[config.mk]
export PLATFORM = sky130hd
export DESIGN_NAME = logic_cmd_sequencer
export DESIGN_NICKNAME = d
export VERILOG_FILES = /design/src/rtl/logic_cmd_sequencer.sv
export SDC_FILE = /design/constraint.sdc
export NUM_CORES = 1
export LEC_CHECK = 0
export CAP_MARGIN = 20
export CORE_ASPECT_RATIO = 1.5
export CORE_MARGIN = 10
export CORE_UTILIZATION = 49
export DETAILED_ROUTE_END_ITERATION = 10
export DONT_BUFFER_PORTS = 1
export PLACE_DENSITY = 0.7
export REMOVE_ABC_BUFFERS = 1
export SYNTH_ARGS = -nofsm -noshare
export SYNTH_HDL_FRONTEND = slang
export SYNTH_SLANG_ARGS = --single-unit
[constraint.sdc]
create_clock -name clk_in -period 3.85 [get_ports clk_in]
set_input_delay 0.9625 -clock clk_in [delete_from_list [all_inputs] [get_ports clk_in]]
set_output_delay 0.9625 -clock clk_in [all_outputs]
set_load 0.005 [all_outputs]
[src/rtl/logic_cmd_sequencer.sv]
// Command sequencer for the 4-bit logic unit: FIFO-buffered commands, one issue at a time,
// captured result returned on a valid/ready stream. Optional self-check: LOGIC_SEQ_SELFCHECK_EN.
//
// state | meaning
// IDLE  | no command in flight; pop the FIFO head when available
// ISSUE | lu_* driven for exactly one cycle; result captured at the closing edge
// RESP  | response held on rsp_* until rsp_ready_in
module logic_cmd_sequencer #(
    parameter int D_S        = 4,
    parameter int D_W        = 2,
    parameter int FIFO_DEPTH = 4
) (
    input  logic                          clk_in,
    input  logic                          rst_in,
    input  logic                          cmd_valid_in,
    output logic                          cmd_ready_out,
    input  logic [D_W-1:0]                cmd_opcode_in,
    input  logic [D_S-1:0]                cmd_a_in,
    input  logic [D_S-1:0]                cmd_b_in,
    output logic [D_W-1:0]                lu_opcode_out,
    output logic [D_S-1:0]                lu_a_out,
    output logic [D_S-1:0]                lu_b_out,
    input  logic [D_S-1:0]                lu_result_in,
    output logic                          rsp_valid_out,
    input  logic                          rsp_ready_in,
    output logic [D_S-1:0]                rsp_data_out,
    output logic [D_W-1:0]                rsp_opcode_out,
    output logic [$clog2(FIFO_DEPTH):0]   count_out,
    output logic                          err_out
);
    localparam int AW = $clog2(FIFO_DEPTH);
    localparam int EW = D_W + 2 * D_S;
    localparam logic [AW:0] FULL_CNT = (AW + 1)'(FIFO_DEPTH);

    typedef enum logic [1:0] {IDLE, ISSUE, RESP} state_t;

    state_t        state_q;
    state_t        state_d;
    logic [EW-1:0] mem [FIFO_DEPTH];
    logic [AW-1:0] wr_ptr;
    logic [AW-1:0] rd_ptr;
    logic          push;
    logic          pop;
    logic          empty;

    assign empty         = (count_out == '0);
    assign cmd_ready_out = (count_out != FULL_CNT) && !rst_in;
    assign push          = cmd_valid_in && cmd_ready_out;

    always_comb begin
        state_d = state_q;
        pop     = 1'b0;
        case (state_q)
            IDLE: begin
                if (!empty) begin
                    pop     = 1'b1;
                    state_d = ISSUE;
                end
            end
            ISSUE: state_d = RESP;
            RESP: begin
                if (rsp_ready_in) begin
                    if (!empty) begin
                        pop     = 1'b1;
                        state_d = ISSUE;
                    end else begin
                        state_d = IDLE;
                    end
                end
            end
            default: state_d = IDLE;
        endcase
    end

    always_ff @(posedge clk_in or posedge rst_in) begin
        if (rst_in) state_q <= IDLE;
        else        state_q <= state_d;
    end

    // Pointers wrap naturally since FIFO_DEPTH is a power of two.
    always_ff @(posedge clk_in or posedge rst_in) begin
        if (rst_in) begin
            wr_ptr    <= '0;
            rd_ptr    <= '0;
            count_out <= '0;
        end else begin
            if (push) wr_ptr <= wr_ptr + 1'b1;
            if (pop)  rd_ptr <= rd_ptr + 1'b1;
            if (push && !pop)      count_out <= count_out + 1'b1;
            else if (pop && !push) count_out <= count_out - 1'b1;
        end
    end

    always_ff @(posedge clk_in) begin
        if (push) mem[wr_ptr] <= {cmd_opcode_in, cmd_a_in, cmd_b_in};
    end

    always_ff @(posedge clk_in or posedge rst_in) begin
        if (rst_in) begin
            lu_opcode_out  <= '0;
            lu_a_out       <= '0;
            lu_b_out       <= '0;
            rsp_valid_out  <= 1'b0;
            rsp_data_out   <= '0;
            rsp_opcode_out <= '0;
        end else begin
            if (pop) {lu_opcode_out, lu_a_out, lu_b_out} <= mem[rd_ptr];
            if (state_q == ISSUE) begin
                rsp_valid_out  <= 1'b1;
                rsp_data_out   <= lu_result_in;
                rsp_opcode_out <= lu_opcode_out;
            end else if (state_q == RESP && rsp_ready_in) begin
                rsp_valid_out  <= 1'b0;
            end
        end
    end

`ifdef LOGIC_SEQ_SELFCHECK_EN
    logic [D_S-1:0] model_result;

    always_comb begin
        model_result = '0;
        case (lu_opcode_out)
            D_W'(0): model_result = lu_a_out | lu_b_out;
            D_W'(1): model_result = lu_a_out ^ lu_b_out;
            D_W'(2): model_result = lu_a_out & lu_b_out;
            default: model_result = ~lu_a_out;
        endcase
    end

    // Sticky until reset so a single corrupted capture is never lost.
    always_ff @(posedge clk_in or posedge rst_in) begin
        if (rst_in)                                             err_out <= 1'b0;
        else if (state_q == ISSUE && lu_result_in != model_result) err_out <= 1'b1;
    end
`else
    assign err_out = 1'b0;
`endif

endmodule

==> results_dict.tcl, run 1 <==
set metrics [dict create \
    finalSetupViolCount 0 \
    row_count 32 \
    postCtsResizedCells 0 \
    yosys_warnings 0 \
    cp_data_required_time_ns 4.07 \
    fin_area_sq_mm 0.00294 \
    die_y_um 110 \
    nets 169 \
    tritoncts "yes" \
    drt-initial-drc-count 65 \
    place_hpwl_mm 3.07 \
    slowest_delay_ns 0.41 \
    cts_hold_buf 0 \
    groute.usage.overall_pct 11.3 \
    diodes 0 \
    die_w_um 80.0 \
    final_cell_mix "edfxtp_1 (40), dfrtp_1 (26), mux2_2 (10), clkbuf_8 (10)" \
    ys_ff_latch 66 \
    grt_pass1_vias 1344 \
    regArea_sq_mm 0.00185 \
    start_util_pct 50.9 \
    final_cells 218 \
    drt-pass1-iter-count 4 \
    fmax_mhz 424 \
    fin_setup_tns_ns 0 \
    syn-instance-count 136 \
    yosysUniqueCellTypes 26 \
    final_util_pct 56.4 \
    antenna_found_initial 0 \
    multi_input_area_sq_um 732 \
    cp-end-kind "flop" \
    crit_top_cell "inv_1" \
    peakVddDrop_mv 0.390 \
    synth-seq-area-share_pct 69.9 \
    leakage_nw 1.12 \
    ant_nets 0 \
    cts_setup_buffers 0 \
    worstPathArrival_ns 2.58 \
    globalRouteOverflowTotal 0 \
    crit_path_start_kind "primary input" \
    drt-total-wl_mm 4.41 \
    cts_root_buf "clkbuf_8" \
    cp_max_fo 13 \
    insertion_delay_ns 0.34 \
    cap_violations 0 \
    layout_commonest_cell "edfxtp_1" \
    rr_worst_depth 10 \
    worstMarginPinSlew_ns 0.719 \
    crit_chain "and2b_1 > nor3_4 > buf_4 > inv_1 > ha_1 > inv_1 > fa_1 > mux2_2" \
    viasPerCell 5.37 \
    drv_slew 0 \
    dieArea_sq_mm 0.00880 \
    rsz0062_at_grt "no" \
    placed_cells 201 \
    fill_cells 410 \
    routabilityCongestion 0.722 \
    port_buffers 0 \
    route.vias.total 1171 \
    cp_slowest_cell "fa_1" \
    hold_viol_final 0 \
    drcViolationCount 0 \
    whs_path_depth 1 \
    clock-sinks 66 \
    cts_buffer_depth 2 \
    post-route-min-period_ns 2.36 \
    powerDensity_mw_per_mm2 819 \
    netlist_area_sq_mm 0.00265 \
    hp-class "flop to flop" \
    grt_max_degree 27 \
    io_pins 40 \
    core_area_sq_mm 0.00520 \
    slew_headroom_pct 52.1 \
    grt_pass1_wl_mm 7.19 \
    htreeDepth 3 \
    cts_made_buffers 9 \
    wire_per_inst_um 20.2 \
    status "finished clean" \
    drive_gt1_share_pct 30.0 \
    syn2layout_area_growth_pct 10.9 \
    postPlaceCellArea_sq_mm 0.00271 \
    clkTransAtPathRegs_ns 0.06 \
    critPathKind "primary input to flop" \
    fin_worst_skew_ns 0.00819 \
    min_period_over_period_pct 61.3 \
    post_synth.cell_area_avg_sq_um 19.5 \
]
==> per-layer routing <==
metal  share of wire [%]  track usage [%]  wire length [um]  vias to the layer above
met3                 8.4             5.19               370                       10
li1                    -                -                 -                      522
met1                  34             10.7              1490                      603
met4                 2.1             6.82                94                        0
met5                   0                0                 0                        -
met2                  56             19.4              2450                       36
==> flip-flops by register name (all words and copies together), names as in the netlist <==
name / count
count_out: 3
lu_a_out: 4
lu_b_out: 4
lu_opcode_out: 2
mem: 40
rd_ptr: 2
rsp_data_out: 4
rsp_opcode_out: 2
rsp_valid_out: 1
state_q: 2
wr_ptr: 2
==> area by class of cell <==
class	instances	share of cell area, %
multi-input cells	58	24.9
clock buffers	13	5.07
clock inverters	3	2.22
inverters	8	1.02
well taps	68	2.90
repair buffers	2	0.767
flip-flops and latches	66	63.1
==> through the flow <==
step                hold WS, ns  total power, mW  setup slack [ns]
finish                    0.514             2.41              1.49
global route              0.529             2.56              1.42
CTS                       0.515             2.45              1.49
detailed placement        0.510             1.83              1.13
global placement          0.486             1.77              1.20
floorplan                 0.475             1.64              1.07
==> cells by family after synthesis <==
kind of cell / count (synthesis) / share of synthesized area [%]
AOI/OAI and AO/OA: 5 / 1.61
xor gates and xnor gates: 6 / 1.98
adders and majority gates: 6 / 3.12
buffers and inverters: 12 / 2.41
DFF: 66 / 69.9
muxes: 28 / 17.6
other: 1 / 0.142
and+or+nand+nor: 12 / 3.21
==> worst max-delay path: cells and delay by family <==
kind          cells  cell delay, ns
fa+ha+maj         2            0.61
buf+inv           3            0.41
mux               1            0.26
simple gates      2            0.32
==> Yosys cell counts (all sizes together) <==
| cell | number | area share [%] |
|---|---|---|
| and2 | 4 | 0.95 |
| nor3 | 2 | 0.99 |
| clkbuf | 1 | 0.14 |
| xor2 | 4 | 1.3 |
| dfrtp | 26 | 25 |
| buf | 3 | 1.1 |
| mux4 | 10 | 8.8 |
| a21o | 1 | 0.28 |
| nand2 | 1 | 0.14 |
| and2b | 1 | 0.28 |
| inv | 8 | 1.1 |
| nor2 | 3 | 0.52 |
| xnor2 | 2 | 0.66 |
| fa | 1 | 0.76 |
| a21oi | 3 | 0.57 |
| edfxtp | 40 | 45 |
| ha | 5 | 2.4 |
| a211oi | 1 | 0.76 |
| nor4b | 1 | 0.33 |
| conb | 1 | 0.14 |
| mux2 | 18 | 8.8 |
==> worst paths after layout <==
path	slack, ns	end	start
worst max-delay path	1.49	count_out[1]	rsp_ready_in
worst min-delay path	0.51	rsp_valid_out	state_q[1]
worst max register to register	1.58	count_out[2]	count_out[0]
worst min register to register	0.51	rsp_valid_out	state_q[1]
max in group asynchronous	2.87	rsp_data_out[0]	rst_in
min in group asynchronous	0.52	count_out[2]	rst_in
==> power by group <==
group	switching [mW]	internal (mW)	total [mW]
clock	0.236	0.382	0.619
combinational	0.233	0.385	0.618
sequential	0.217	0.951	1.17
Power figures use the tool's default switching activity.
==> inputs of run 2 (changes only) <==
--- a/config.mk
+++ b/config.mk
@@ -5,6 +5,7 @@
 export SDC_FILE = /design/constraint.sdc
 export NUM_CORES = 1
 export LEC_CHECK = 0
+export ABC_AREA = 1
 export CAP_MARGIN = 20
 export CORE_ASPECT_RATIO = 1.5
 export CORE_MARGIN = 10
==> constraint.sdc (replaced) <==
create_clock -name clk_in -period 2.3 [get_ports clk_in]
set_input_delay 0.575 -clock clk_in [delete_from_list [all_inputs] [get_ports clk_in]]
set_output_delay 0.575 -clock clk_in [all_outputs]
set_load 0.005 [all_outputs]
==> run 2 against run 1 <==
Effect of this change: sequential share of layout area down 4.0 points; total power grew 61%; via count grew 57%; non-clock buffer count rose by 5; sequential power grew 56%.
==> results_dict.tcl, run 2 <==
set metrics [dict create \
    cp_top_family "simple AND/OR/NAND/NOR gates" \
    ant_nets 0 \
    synthMuxAreaShare_pct 0 \
    port_buffers 0 \
    synth_area_leaders "edfxtp_1 (42%), dfrtp_1 (23%), nand2_1 (15%)" \
    clock-sinks 66 \
    worstMarginPinSlew_ns 0.581 \
    routabilityCongestion 0.784 \
    viasPerCell 4.78 \
    setup_ws_ns 0.233 \
    post-route-min-period_ns 2.07 \
    fmax_mhz 484 \
    leakage_nw 1.55 \
    synth_top_family_by_area "simple AND/OR/NAND/NOR gates" \
    drive_gt1_share_pct 9.62 \
    cp_data_required_time_ns 2.51 \
    cp_slowest_cell "dfrtp_1" \
    synth_edf_count 40 \
    critPathKind "flop to flop" \
    cp-end-kind "flop" \
    tritoncts "yes" \
    wl_met2_mm 2.71 \
    async_flop_share_pct 39.4 \
    ys.flop_type "edfxtp_1" \
    fin_worst_skew_ns 0.00828 \
    postPlaceCellArea_sq_mm 0.00297 \
    netlist_area_sq_mm 0.00288 \
    cap_violations 0 \
    post_synth.cell_area_avg_sq_um 9.69 \
    largest_register "mem" \
    nets 331 \
    grt_pass1_vias 1856 \
    status "finished clean" \
    grt_pass1_wl_mm 8.69 \
    wl_met1_mm 2.00 \
    ys_ff_latch 66 \
    syn-instance-count 297 \
    crit_path_start_kind "flop" \
    crit_buf_inv 2 \
    slowest_delay_ns 0.47 \
    synth_commonest_cells "nand2_1 (116), inv_1 (54), edfxtp_1 (40), dfrtp_1 (26), nand3_1 (23)" \
    hp-class "primary input to async pin" \
    fill_cells 486 \
    htreeDepth 3 \
    dieArea_sq_mm 0.00940 \
    grt_max_degree 29 \
    insertion_delay_ns 0.33 \
    cp_max_fo 7 \
    powerDensity_mw_per_mm2 1240 \
    hold_viol_final 0 \
    crit_chain "nor2_2 > nand2_1 > nand3_1 > inv_1 > ha_1 > inv_1 > fa_1 > nand2_1 > nand3_1 > xor2_1" \
    rsz0062_at_grt "no" \
    groute.usage.overall_pct 12.3 \
    yosysUniqueCellTypes 24 \
    fin_area_sq_mm 0.00313 \
    drt-pass1-iter-count 4 \
    drt-initial-drc-count 134 \
    die_y_um 114 \
    cts_buffer_depth 2 \
    power_mw 3.88 \
    die_w_um 82.6 \
    synth_compound_area_share_pct 0.652 \
    slew_headroom_pct 61.2 \
    synthXorXnorAreaFrac_pct 0.913 \
    cts_setup_buffers 0 \
    yosysTopAreaCell "edfxtp_1" \
    cts_root_buf "clkbuf_8" \
    met3_length_um 534 \
    row_count 34 \
    yosys_warnings 0 \
    largest_reg_flops 40 \
    dpl_worst_slack_ns 0.239 \
    route.vias.total 1836 \
    core_area_sq_mm 0.00574 \
    cts_hold_buf 0 \
    diodes 0 \
    postCtsResizedCells 0 \
    whs_ns 0.217 \
    finalSetupViolCount 0 \
    antenna_found_initial 0 \
    worstPathArrival_ns 2.28 \
    start_util_pct 50.1 \
    syn2layout_area_growth_pct 8.87 \
    synth-seq-area-share_pct 64.3 \
    io_pins 40 \
    synth-adder-area-share_pct 2.87 \
    cts_made_buffers 9 \
    drv_slew 0 \
    peakVddDrop_mv 0.339 \
    synth_most_common_cell "nand2_1" \
    drt-total-wl_mm 5.34 \
    synth_top_area_share_pct 41.7 \
    layout_commonest_cell "nand2_1" \
    clkTransAtPathRegs_ns 0.07 \
    wire_per_inst_um 13.9 \
    drcViolationCount 0 \
    min_period_over_period_pct 89.9 \
    final_cell_mix "nand2_1 (116), inv_1 (54), edfxtp_1 (40), dfrtp_1 (26), nand3_1 (23)" \
    synth-simple-area-share_pct 21.6 \
    globalRouteOverflowTotal 0 \
    routed.top_layer "met4" \
    place_hpwl_mm 3.69 \
]
-- run 2: area by class of cell --
class / count / area [sq um] / area share, %
repair buffers: 7 / 52.6 / 1.68
clock buffers: 13 / 149 / 4.75
multi-input cells: 164 / 753 / 24.0
flip-flops and latches: 66 / 1850 / 59.1
clock inverters: 3 / 15.0 / 0.479
well taps: 72 / 90.1 / 2.88
inverters: 59 / 221 / 7.07
-- run 2: path summary, 6_finish.rpt --
path                             startpoint         endpoint  slack (ns)  cells after the start
min                                  rst_in     count_out[1]        0.22                      2
max reg2reg                    count_out[0]     count_out[2]        0.23                     10
max                            count_out[0]     count_out[2]        0.23                     10
min reg2reg                 rsp_data_out[0]  rsp_data_out[0]        0.51                      2
min in group clk_in        cmd_opcode_in[1]        mem[1][9]        0.34                      0
max in group asynchronous            rst_in      lu_a_out[1]        1.82                      2
-- run 2: through the flow --
step	setup TNS, ns	utilization (%)	std cells
6_report	0	54.6	384
5_1_grt	0	54.6	384
4_1_cts	0	54.6	384
3_5_place_dp	0	51.7	368
3_3_place_gp	0	51.7	368
2_1_floorplan	-4.80	-	289
-- run 2: cells by family (layout without fill, tap and decap cells) --
group / Yosys count / in the layout
DFF: 66 / 66
buffers and inverters: 67 / 82
and+or+nand+nor: 151 / 151
other: 1 / 1
adders and majority gates: 6 / 6
AOI/OAI and AO/OA: 3 / 3
xor gates and xnor gates: 3 / 3
-- run 2: power by group --
part	switching (mW)	leakage, nW	internal, mW
registers	0.261	0.681	1.57
logic	0.812	0.780	0.431
clock network	0.390	0.0872	0.416
total	1.46	1.55	2.42
-- run 2: metal layers --
metal	vias to the layer above	GRT usage (%)
met1	858	11.7
li1	922	-
met3	7	5.51
met5	-	0
met2	49	20.8
met4	0	7.28
-- run 2: worst register-to-register path, cell delays in order, from the launching register on --
cell and delay, ns:
dfrtp_1 0.47, nor2_2 0.09, nand2_1 0.11, nand3_1 0.20, inv_1 0.11, ha_1 0.18
inv_1 0.07, fa_1 0.38, nand2_1 0.08, nand3_1 0.09, xor2_1 0.15
